===== config.mk =====
export PLATFORM = sky130hd
export DESIGN_NAME = riscv_instr_encoder
export DESIGN_NICKNAME = d
export VERILOG_FILES = /design/src/rtl/riscv_instr_encoder.sv
export SDC_FILE = /design/constraint.sdc
export NUM_CORES = 1
export LEC_CHECK = 0
export BUFFER_PORTS_ARGS = -buffer_cell sky130_fd_sc_hd__buf_2
export CAP_MARGIN = 20
export CORE_UTILIZATION = 30
export CTS_CLUSTER_SIZE = 28
export DETAILED_ROUTE_END_ITERATION = 10
export GPL_ROUTABILITY_DRIVEN = 1
export PLACE_DENSITY = 0.58
export SLEW_MARGIN = 20
export SYNTH_ARGS = -nofsm -noshare
export SYNTH_HDL_FRONTEND = slang
export SYNTH_SLANG_ARGS = --single-unit

===== constraint.sdc =====
create_clock -name clk -period 7.88 [get_ports clk]
set_input_delay 1.182 -clock clk [delete_from_list [all_inputs] [get_ports clk]]
set_output_delay 1.182 -clock clk [all_outputs]
set_load 0.05 [all_outputs]

===== src/rtl/riscv_instr_encoder.sv =====
// Two-stage valid/ready RV32I encoder: op id + register/immediate fields -> 32-bit word.
// Optional immediate range checker enabled by defining ENCODER_RANGE_CHECK_EN.
module riscv_instr_encoder #(
  parameter int unsigned CNT_W = 16
) (
  input  logic             clk,
  input  logic             rst,
  input  logic             flush,
  input  logic             in_valid,
  output logic             in_ready,
  input  logic [5:0]       in_op,
  input  logic [4:0]       in_rd,
  input  logic [4:0]       in_rs1,
  input  logic [4:0]       in_rs2,
  input  logic [31:0]      in_imm,
  output logic             out_valid,
  input  logic             out_ready,
  output logic [31:0]      out_instr,
  output logic             out_illegal,
  output logic             out_range_err,
  output logic [CNT_W-1:0] out_count
);

  localparam logic [5:0] OP_ADD  = 6'd0,  OP_SUB  = 6'd1,  OP_SLL  = 6'd2,  OP_SLT   = 6'd3;
  localparam logic [5:0] OP_SLTU = 6'd4,  OP_XOR  = 6'd5,  OP_SRL  = 6'd6,  OP_SRA   = 6'd7;
  localparam logic [5:0] OP_OR   = 6'd8,  OP_AND  = 6'd9,  OP_ADDI = 6'd10, OP_SLTI  = 6'd11;
  localparam logic [5:0] OP_SLTIU= 6'd12, OP_XORI = 6'd13, OP_ORI  = 6'd14, OP_ANDI  = 6'd15;
  localparam logic [5:0] OP_SLLI = 6'd16, OP_SRLI = 6'd17, OP_SRAI = 6'd18, OP_LB    = 6'd19;
  localparam logic [5:0] OP_LH   = 6'd20, OP_LW   = 6'd21, OP_LBU  = 6'd22, OP_LHU   = 6'd23;
  localparam logic [5:0] OP_SB   = 6'd24, OP_SH   = 6'd25, OP_SW   = 6'd26, OP_BEQ   = 6'd27;
  localparam logic [5:0] OP_BNE  = 6'd28, OP_BLT  = 6'd29, OP_BGE  = 6'd30, OP_BLTU  = 6'd31;
  localparam logic [5:0] OP_BGEU = 6'd32, OP_LUI  = 6'd33, OP_AUIPC= 6'd34, OP_JAL   = 6'd35;
  localparam logic [5:0] OP_JALR = 6'd36, OP_NOPE = 6'd37;
  localparam logic [31:0] NOP_WORD = 32'h0000_0013;

  typedef enum logic [3:0] {
    FMT_R, FMT_I, FMT_SHIFT, FMT_LOAD, FMT_S, FMT_B, FMT_U, FMT_J, FMT_JALR, FMT_NOP, FMT_ILL
  } fmt_t;

  fmt_t        dec_fmt, s1_fmt;
  logic [2:0]  dec_f3, s1_f3;
  logic [6:0]  dec_opc, s1_opc;
  logic        dec_b30, s1_b30;
  logic        s1_v, s2_v;
  logic [4:0]  s1_rd, s1_rs1, s1_rs2;
  logic [31:0] s1_imm;
  logic [31:0] asm_word;
  logic        asm_illegal, asm_rerr;
  logic        s2_ready, accept;

  assign s2_ready  = !s2_v || out_ready;
  assign in_ready  = flush || !s1_v || s2_ready;
  assign accept    = in_valid && in_ready && !flush;
  assign out_valid = s2_v;

  // Op id -> format class, funct3, opcode, bit30
  always_comb begin
    dec_fmt = FMT_ILL;
    dec_f3  = 3'd0;
    dec_b30 = 1'b0;
    dec_opc = 7'b0010011;
    case (in_op)
      OP_ADD:   dec_fmt = FMT_R;
      OP_SUB:   begin dec_fmt = FMT_R; dec_b30 = 1'b1; end
      OP_SLL:   begin dec_fmt = FMT_R; dec_f3 = 3'd1; end
      OP_SLT:   begin dec_fmt = FMT_R; dec_f3 = 3'd2; end
      OP_SLTU:  begin dec_fmt = FMT_R; dec_f3 = 3'd3; end
      OP_XOR:   begin dec_fmt = FMT_R; dec_f3 = 3'd4; end
      OP_SRL:   begin dec_fmt = FMT_R; dec_f3 = 3'd5; end
      OP_SRA:   begin dec_fmt = FMT_R; dec_f3 = 3'd5; dec_b30 = 1'b1; end
      OP_OR:    begin dec_fmt = FMT_R; dec_f3 = 3'd6; end
      OP_AND:   begin dec_fmt = FMT_R; dec_f3 = 3'd7; end
      OP_ADDI:  dec_fmt = FMT_I;
      OP_SLTI:  begin dec_fmt = FMT_I; dec_f3 = 3'd2; end
      OP_SLTIU: begin dec_fmt = FMT_I; dec_f3 = 3'd3; end
      OP_XORI:  begin dec_fmt = FMT_I; dec_f3 = 3'd4; end
      OP_ORI:   begin dec_fmt = FMT_I; dec_f3 = 3'd6; end
      OP_ANDI:  begin dec_fmt = FMT_I; dec_f3 = 3'd7; end
      OP_SLLI:  begin dec_fmt = FMT_SHIFT; dec_f3 = 3'd1; end
      OP_SRLI:  begin dec_fmt = FMT_SHIFT; dec_f3 = 3'd5; end
      OP_SRAI:  begin dec_fmt = FMT_SHIFT; dec_f3 = 3'd5; dec_b30 = 1'b1; end
      OP_LB:    dec_fmt = FMT_LOAD;
      OP_LH:    begin dec_fmt = FMT_LOAD; dec_f3 = 3'd1; end
      OP_LW:    begin dec_fmt = FMT_LOAD; dec_f3 = 3'd2; end
      OP_LBU:   begin dec_fmt = FMT_LOAD; dec_f3 = 3'd4; end
      OP_LHU:   begin dec_fmt = FMT_LOAD; dec_f3 = 3'd5; end
      OP_SB:    dec_fmt = FMT_S;
      OP_SH:    begin dec_fmt = FMT_S; dec_f3 = 3'd1; end
      OP_SW:    begin dec_fmt = FMT_S; dec_f3 = 3'd2; end
      OP_BEQ:   dec_fmt = FMT_B;
      OP_BNE:   begin dec_fmt = FMT_B; dec_f3 = 3'd1; end
      OP_BLT:   begin dec_fmt = FMT_B; dec_f3 = 3'd4; end
      OP_BGE:   begin dec_fmt = FMT_B; dec_f3 = 3'd5; end
      OP_BLTU:  begin dec_fmt = FMT_B; dec_f3 = 3'd6; end
      OP_BGEU:  begin dec_fmt = FMT_B; dec_f3 = 3'd7; end
      OP_LUI:   dec_fmt = FMT_U;
      OP_AUIPC: dec_fmt = FMT_U;
      OP_JAL:   dec_fmt = FMT_J;
      OP_JALR:  dec_fmt = FMT_JALR;
      OP_NOPE:  dec_fmt = FMT_NOP;
      default:  dec_fmt = FMT_ILL;
    endcase
    case (dec_fmt)
      FMT_R:    dec_opc = 7'b0110011;
      FMT_LOAD: dec_opc = 7'b0000011;
      FMT_S:    dec_opc = 7'b0100011;
      FMT_B:    dec_opc = 7'b1100011;
      FMT_U:    dec_opc = (in_op == OP_LUI) ? 7'b0110111 : 7'b0010111;
      FMT_J:    dec_opc = 7'b1101111;
      FMT_JALR: dec_opc = 7'b1100111;
      default:  dec_opc = 7'b0010011;
    endcase
  end

  // Field placement from the registered request
  always_comb begin
    asm_word    = NOP_WORD;
    asm_illegal = 1'b0;
    case (s1_fmt)
      FMT_R:     asm_word = {1'b0, s1_b30, 5'd0, s1_rs2, s1_rs1, s1_f3, s1_rd, s1_opc};
      FMT_I, FMT_LOAD, FMT_JALR:
                 asm_word = {s1_imm[11:0], s1_rs1, s1_f3, s1_rd, s1_opc};
      FMT_SHIFT: asm_word = {1'b0, s1_b30, 5'd0, s1_imm[4:0], s1_rs1, s1_f3, s1_rd, s1_opc};
      FMT_S:     asm_word = {s1_imm[11:5], s1_rs2, s1_rs1, s1_f3, s1_imm[4:0], s1_opc};
      FMT_B:     asm_word = {s1_imm[12], s1_imm[10:5], s1_rs2, s1_rs1, s1_f3,
                             s1_imm[4:1], s1_imm[11], s1_opc};
      FMT_U:     asm_word = {s1_imm[19:0], s1_rd, s1_opc};
      FMT_J:     asm_word = {s1_imm[20], s1_imm[10:1], s1_imm[11], s1_imm[19:12], s1_rd, s1_opc};
      FMT_NOP:   asm_word = NOP_WORD;
      default:   asm_illegal = 1'b1;
    endcase
  end

`ifdef ENCODER_RANGE_CHECK_EN
  // Immediate must be representable in the field it is packed into
  always_comb begin
    asm_rerr = 1'b0;
    case (s1_fmt)
      FMT_I, FMT_LOAD, FMT_S, FMT_JALR: asm_rerr = (s1_imm[31:11] != {21{s1_imm[11]}});
      FMT_SHIFT: asm_rerr = |s1_imm[31:5];
      FMT_B:     asm_rerr = s1_imm[0] || (s1_imm[31:12] != {20{s1_imm[12]}});
      FMT_U:     asm_rerr = |s1_imm[31:20];
      FMT_J:     asm_rerr = s1_imm[0] || (s1_imm[31:20] != {12{s1_imm[20]}});
      default:   asm_rerr = 1'b0;
    endcase
  end
`else
  logic unused_imm_hi;
  assign asm_rerr      = 1'b0;
  assign unused_imm_hi = ^s1_imm[31:21];
`endif

  always_ff @(posedge clk or posedge rst) begin
    if (rst) begin
      s1_v          <= 1'b0;
      s1_fmt        <= FMT_NOP;
      s1_f3         <= 3'd0;
      s1_opc        <= 7'd0;
      s1_b30        <= 1'b0;
      s1_rd         <= 5'd0;
      s1_rs1        <= 5'd0;
      s1_rs2        <= 5'd0;
      s1_imm        <= 32'd0;
      s2_v          <= 1'b0;
      out_instr     <= 32'd0;
      out_illegal   <= 1'b0;
      out_range_err <= 1'b0;
      out_count     <= '0;
    end else begin
      if (s2_v && out_ready) out_count <= out_count + CNT_W'(1);
      if (flush) begin
        s1_v <= 1'b0;
        s2_v <= 1'b0;
      end else begin
        if (in_ready) s1_v <= in_valid;
        if (accept) begin
          s1_fmt <= dec_fmt;
          s1_f3  <= dec_f3;
          s1_opc <= dec_opc;
          s1_b30 <= dec_b30;
          s1_rd  <= in_rd;
          s1_rs1 <= in_rs1;
          s1_rs2 <= in_rs2;
          s1_imm <= in_imm;
        end
        if (s2_ready) begin
          s2_v <= s1_v;
          if (s1_v) begin
            out_instr     <= asm_word;
            out_illegal   <= asm_illegal;
            out_range_err <= asm_rerr;
          end
        end
      end
    end
  end

endmodule

==> summary.txt, run 1 <==
Global route
  – First-pass GRT wire length: 20500 um
  – All-Layer GR Usage: 15.8%
  – Vias in the first global route: 3903
  – Overflow after GRT: 0
  – Initial antenna violation count: 0
  – Largest net degree at the start of global routing: 82

Route
  – Post-route ant nets: 0
  – Routed Wire Length: 12600 um
  – DR DRC count: 0
  – Vias per cell: 4.93
  – First-pass iteration count of the detailed router: 5
  – Wire per inst: 15.2 um
  – Vias: 4103
  – 1st-iter DRT viols: slightly below 300

Final layout
  – Storage element area: 2500 sq um
  – Antenna cells: 0
  – Final Instance Area: 5800 sq um
  – Layout cells sized above 1: 20.3%
  – FILL cells: about 1700
  – Post-layout instance count excluding filler cells: 832
  – Final net count: 671
  – Area delta synth->final: 18.6%
  – Area of the multi-input gates: 2180 sq um
  – Final core occ: 36.5%

Timing
  – Fmax: 328 MHz
  – Worst Max-Slew Pin Slew: around 860 ps
  – Setup Skew: 3.14 ps
  – Final setup violating endpoints: 0
  – Rel. slew slack: 42.5%
  – Final hold vios: 0
  – Final TNS setup: 0 ps
  – Max Slew Vio Count: 0
  – Period utilization: between 30% and 40%
  – Min Clock Period, post-route: 3050 ps
  – PnR worst setup slack: 4830 ps
  – RSZ-0062 raised after global routing: false

Logic synthesis
  – Seq/Total Area, Yosys: between 50% and 60%
  – Adder-Cell Fraction of Synth Area: 0.461%
  – Ys Warns: 0
  – Mux cell area share after synthesis: 2.30%
  – Cells after Synth: 536
  – Syn_area_per_cell: 9.12 sq um
  – Compound-cell area share of the yosys netlist: around 16%
  – Post-synth EDFFs: 0
  – Top FF cell, synth: dfrtp_1
  – Syn nets: 595
  – Asr flop ratio synth: 100%
  – Main combinational cell family by area after synthesis: simple AND/OR/NAND/NOR gates
  – Synth Area in Simple Gates: approximately 22%
  – FF+latch count, synth: 100
  – Cell area after synthesis: 4890 sq um
  – Area share of xor/xnor cells in the synthesized design: ~3.2%
  – Synth unique cells: 55

Critical path
  – Top Family by Delay on Critical Path: buffers and inverters
  – Worst path max stage delay: 230 ps
  – WP buf/inv: 2
  – Worst Path Arrival: between 1500 and 2000 ps
  – Crit-path most repeated cell: buf_2
  – Crit-path cells: buf_2 -> nor2b_4 -> nand3b_1 -> buf_2
  – Worst setup SP type: input pin
  – Crit path max fanout: 6
  – Slowest-stage cell, CP: buf_2
  – WS Path Type: in -> out
  – Data required, critical path: between 6000 and 7000 ps
  – Crit path capture type: primary output

Die
  – Die ar.: about 17000 sq um
  – Die Height: 130 um
  – Row cnt: 46
  – Core Footprint: roughly 16000 sq um
  – Initial Util: 30.8%
  – Die Wd: around 130 um
  – Boundary pin count: 110

Status
  – Status: complete, no violations

Clock tree
  – CTS tree: done
  – Post-CTS Setup Repair Bufs: 0
  – PostCTS Resize Cnt: 0
  – H-Tree Depth: 3
  – CTS Hold Bufs: 0
  – Root buffer cell: clkbuf_16
  – CTS Sinks: 100
  – CTS buffer count: 9
  – Clk Latency, worst-skew pair: 350 ps
  – Clk slew on worst S/H paths: 60 ps
  – Clk buf depth: 2

Power
  – Leakage: about 2.8 nW
  – Power per cell area: 260 nW/um^2
  – Flop pwr share: between 40 and 50%
  – Internal Power: 964 uW
  – Clk pwr share: 28.6%
  – Net Sw Power: 545 uW
  – Logic pwr share: 26.7%
  – Sw Ratio: a little over a third
  – Max VDD drop: around 0.12 mV

Placement
  – Placed cells: 817
  – Placer Congestion: 0.834
  – Placed Area: 5510 sq um
  – Dpl ws: 4830 ps
  – DP Wirelength: 9000 um
  – PortBufs: 97

Min path
  – Type of the worst min-delay path: reg -> reg

Job
  – Max Cap Violations: 0
registers in the layout, summed over array words and instances, names as in the netlist:
| name | count |
|---|---|
| out_illegal | 1 |
| out_instr | 31 |
| s1_b30 | 1 |
| s1_imm | 21 |
| s1_v | 1 |
| s1_rs1 | 5 |
| s1_rs2 | 5 |
| s1_rd | 5 |
| s1_opc | 6 |
| out_count | 16 |
| out_valid | 1 |
| s1_fmt | 4 |
| s1_f3 | 3 |
cells in the mapped netlist (2+ instances only):
cell type,instances,area share [%]
nand3_1,10,1.0
dfstp_2,2,1.1
a22oi_1,5,0.77
a31oi_1,8,1.0
o21ai_0,17,1.7
and3_1,2,0.26
buf_1,4,0.31
o311ai_0,2,0.36
or3b_2,2,0.36
buf_4,2,0.31
a221o_1,11,2.3
nor3_1,9,0.92
buf_2,10,1.0
o31ai_1,5,0.77
nor2b_1,5,0.64
mux2_2,2,0.46
nor3b_1,4,0.61
nor2_1,36,2.8
nand3b_1,2,0.31
a222oi_1,4,0.82
nand2_1,152,12
nor4_1,3,0.38
nand4_1,4,0.51
o22a_1,5,0.90
o41ai_1,3,0.54
a21oi_1,29,3.0
xor2_1,7,1.3
clkbuf_1,17,1.3
xnor2_1,11,2.0
mux2i_1,9,1.8
dfrtp_1,98,50
buf_6,3,0.69
nand2b_1,11,1.4
inv_1,10,0.77
a22o_1,12,2.1
cells by family after synthesis:
kind of cell | after synthesis
simple gates | 247
mux | 11
other cells | 1
buf+inv | 46
fa+ha+maj | 2
flops | 100
compound gates | 111
xor+xnor | 18
power by group through the flow:
| stage | Combinational, mW | Clock, mW | Sequential (mW) |
|---|---|---|---|
| floorplan | 0.168 | 0 | 0.804 |
| global placement | 0.401 | 0 | 0.679 |
| detailed placement | 0.407 | 0 | 0.682 |
| CTS | 0.409 | 0.444 | 0.674 |
| global route | 0.436 | 0.465 | 0.687 |
| finish | 0.403 | 0.432 | 0.674 |
stage by stage:
stage	power, mW	hold slack, ps
floorplan	0.972	436
global placement	1.08	451
detailed placement	1.09	459
CTS	1.53	467
global route	1.59	498
finish	1.51	461
per-layer routing:
metal | track usage [%] | up-vias | part of all wire [%]
li1 | - | 2012 | -
met1 | 21.8 | 1959 | 49
met2 | 24.3 | 118 | 44
met3 | 3.39 | 14 | 5.2
met4 | 6.09 | 0 | 1.8
met5 | 0 | - | 0
final cells by class:
class / count / share of cell area [%]
clock buffer: 13 / 4.31
clock inverter: 2 / 0.604
inverter: 10 / 0.690
multi-input combinational: 390 / 37.6
sequential: 100 / 43.2
tap: 216 / 4.66
timing repair buffer: 101 / 8.95
worst paths after layout:
check                      slack (ps)  depth (start not counted)                   endpoint                       from
setup / recovery                 4830                          4                   in_ready                  out_ready
setup reg to reg                 5710                          4  out_instr[12]$_DFFE_PP0P_      out_valid$_DFFE_PP0P_
min in group asynchronous         770                          2  out_count[14]$_DFFE_PP0P_                        rst
max in group asynchronous        6120                          3  out_instr[26]$_DFFE_PP0P_                        rst
hold / removal                    460                          1  out_count[15]$_DFFE_PP0P_  out_count[15]$_DFFE_PP0P_
hold reg to reg                   460                          1  out_count[15]$_DFFE_PP0P_  out_count[15]$_DFFE_PP0P_
layout by cell type, fill, tap and decap left out, drive strengths merged, types with 11 or more instances in the layout:
cell type	count
a21oi	29
a221o	12
a22o	12
buf	101
clkbuf	13
dfrtp	98
nand2	152
nand2b	11
nor2	36
o21ai	17
xnor2	11
Note: power is estimated with default switching activity, not from simulation.
==> run 2: changes to the inputs <==
==> constraint.sdc (replaced) <==
create_clock -name clk -period 3.05 [get_ports clk]
set_input_delay 0.4575 -clock clk [delete_from_list [all_inputs] [get_ports clk]]
set_output_delay 0.4575 -clock clk [all_outputs]
set_load 0.05 [all_outputs]
==> summary.txt, run 2 (same netlist as run 1, synthesis figures left out) <==
Final layout
  – Final Instance Area: 5860 sq um (was 5800 sq um)
  – FILL cells: 1673 (was 1671)
  – Reg with most FFs: out_instr (unchanged)
  – Layout cells sized above 1: 21.1% (was 20.3%)
  – Antenna cells: 0 (unchanged)
  – Regs by FF count: out_instr (31), s1_imm (21), out_count (16) (unchanged)
  – Final core occ: 36.9% (was 36.5%)
  – Max reg flops: 31 (unchanged)
  – Most common cell after layout, fill and taps aside: nand2_1 (unchanged)
  – Most frequent cells in the layout: 152 x nand2_1, 98 x dfrtp_1, 97 x buf_2 (unchanged)
  – Final net count: 675 (was 671)
  – Area delta synth->final: 19.9% (was 18.6%)

Critical path
  – Crit path capture type: register (was primary output)
  – Crit-path most repeated cell: nor2_1 (was buf_2)
  – Worst setup SP type: register (was input pin)
  – Slowest-stage cell, CP: dfrtp_1 (was buf_2)
  – Reg2Reg Setup Slack: 950 ps (was 5710 ps)
  – R2R depth: 6 (was 4)
  – Worst reg2reg startpoint: s1_fmt[2]$_DFFE_PP0P_ (was out_valid$_DFFE_PP0P_)
  – Crit path max fanout: 19 (was 6)
  – Worst path max stage delay: 580 ps (was 230 ps)
  – WS Path Type: reg -> reg (was in -> out)
  – Crit-path cells: nor2_1 -> nor2b_1 -> o22a_1 -> nor2_1 -> buf_4 -> a221o_1 (was buf_2 -> nor2b_4 -> nand3b_1 -> buf_2)
  – Worst r2r dst: out_instr[18]$_DFFE_PP0P_ (was out_instr[12]$_DFFE_PP0P_)
  – Data required, critical path: 3330 ps (was 6700 ps)
  – Worst Path Arrival: 2380 ps (was 1870 ps)

Clock tree
  – CTS tree: done (unchanged)
  – Root buffer cell: clkbuf_16 (unchanged)
  – Clk slew on worst S/H paths: 70 ps (was 60 ps)
  – CTS Hold Bufs: 0 (unchanged)
  – Clk buf depth: 2 (unchanged)
  – CTS buffer count: 9 (unchanged)
  – CTS Sinks: 100 (unchanged)
  – Clk Latency, worst-skew pair: 340 ps (was 350 ps)
  – PostCTS Resize Cnt: 0 (unchanged)
  – H-Tree Depth: 3 (unchanged)
  – Post-CTS Setup Repair Bufs: 0 (unchanged)

Timing
  – PnR worst setup slack: 951 ps (was 4830 ps)
  – Max Slew Vio Count: 0 (unchanged)
  – Final hold vios: 0 (unchanged)
  – Worst Max-Slew Pin Slew: 816 ps (was 862 ps)
  – Setup Skew: 5.67 ps (was 3.14 ps)
  – Rel. slew slack: 45.5% (was 42.5%)
  – Final TNS setup: 0 ps (unchanged)
  – RSZ-0062 raised after global routing: false (unchanged)
  – Period utilization: just under 70%
  – Final setup violating endpoints: 0 (unchanged)
  – Min Clock Period, post-route: 2100 ps
  – Fmax: 476 MHz
  – Hold WS: 257 ps (was 461 ps)

Placement
  – Placer Congestion: 0.828 (was 0.834)
  – Dpl ws: 819 ps (was 4830 ps)
  – Placed Area: 5570 sq um (was 5510 sq um)
  – PortBufs: 97 (unchanged)
  – DP Wirelength: 9220 um (was 9000 um)

Die
  – Die Height: 130 um (unchanged)
  – Die ar.: 16800 sq um (unchanged)
  – Row cnt: 46 (unchanged)
  – Core Footprint: 15900 sq um (unchanged)
  – Die Wd: 130 um (unchanged)
  – Initial Util: 30.8% (unchanged)
  – Boundary pin count: 110 (unchanged)

Route
  – Wire per inst: 15.2 um (about the same)
  – Post-route ant nets: 0 (unchanged)
  – First-pass iteration count of the detailed router: 5 (unchanged)
  – Vias: 4063 (was 4103)
  – Vias per cell: 4.85 (was 4.93)
  – Routed Wire Length: 12700 um (was 12600 um)
  – 1st-iter DRT viols: 232 (was 291)
  – DR DRC count: 0 (unchanged)

Power
  – Power per cell area: 670 nW/um^2 (was 260 nW/um^2)
  – Leakage: 2.86 nW (was 2.83 nW)
  – Max VDD drop: 0.328 mV (was 0.122 mV)

Min path
  – Type of the worst min-delay path: in -> async (was reg -> reg)

Global route
  – Overflow after GRT: 0 (unchanged)
  – Vias in the first global route: 3898 (was 3903)
  – All-Layer GR Usage: 15.8% (about the same)
  – Largest net degree at the start of global routing: 66 (was 82)
  – First-pass GRT wire length: 20500 um (about the same)
  – Initial antenna violation count: 0 (unchanged)

Status
  – Status: complete, no violations (unchanged)

Job
  – Max Cap Violations: 0 (unchanged)
## run 2: cell count changes in the layout (fill, tap and decap cells not counted)
cell and change:
buf_4 +3, buf_12 +2, buf_6 -1, clkbuf_1 -1
clkinv_2 +1, clkinv_4 +1, clkinvlp_4 +1, inv_4 -1
## run 2: through the flow
stage / total power [mW] / instances
floorplan: 2.51 / 536
global placement: 2.81 / 821
detailed placement: 2.83 / 821
CTS: 3.97 / 837
global route: 4.12 / 837
finish: 3.93 / 837
## run 2: routing by layer
| layer | GRT usage (%) | wire, um |
|---|---|---|
| met5 | 0 | 0 |
| met4 | 3.90 | 122 |
| met3 | 3.01 | 635 |
| met2 | 24.5 | 5670 |
| met1 | 22.6 | 6260 |
## run 2: critical path, delay by kind of cell, from the launching register on
| family | cells | cell delay, ps |
|---|---|---|
| AO/OA/AOI/OAI | 2 | 330 |
| buffers and inverters | 1 | 220 |
| flip-flops | 1 | 580 |
| AND/OR/NAND/NOR | 3 | 900 |
## run 2: where the power goes
part	leakage [nW]	switching, mW	total, mW	internal, mW
sequential	1.27	0.199	1.72	1.53
clock	0.147	0.473	1.13	0.658
combinational	1.44	0.751	1.07	0.321
## run 2: worst max-delay path by stage
stage / from / to / cells past startpoint / slack [ps]
6_report: s1_fmt[2]$_DFFE_PP0P_ / out_instr[18]$_DFFE_PP0P_ / 6 / 950
3_5_place_dp: out_ready / out_instr[18]$_DFFE_PP0P_ / 6 / 820
2_1_floorplan: out_valid$_DFFE_PP0P_ / out_instr[25]$_DFFE_PP0P_ / 6 / 1120
3_3_place_gp: out_ready / out_instr[17]$_DFFE_PP0P_ / 6 / 860
5_1_grt: s1_fmt[2]$_DFFE_PP0P_ / out_instr[15]$_DFFE_PP0P_ / 6 / 780
4_1_cts: out_valid$_DFFE_PP0P_ / out_instr[18]$_DFFE_PP0P_ / 5 / 930
## run 2: cell type report
type,instances,area [sq um],area share [%]
Inverter,10,41.3,0.704
Multi-Input combinational cell,390,2180,37.2
Sequential cell,100,2500,42.7
Timing Repair Buffer,105,571,9.73
Clock buffer,12,246,4.20
Clock inverter,4,48.8,0.832
Tap cell,216,270,4.61
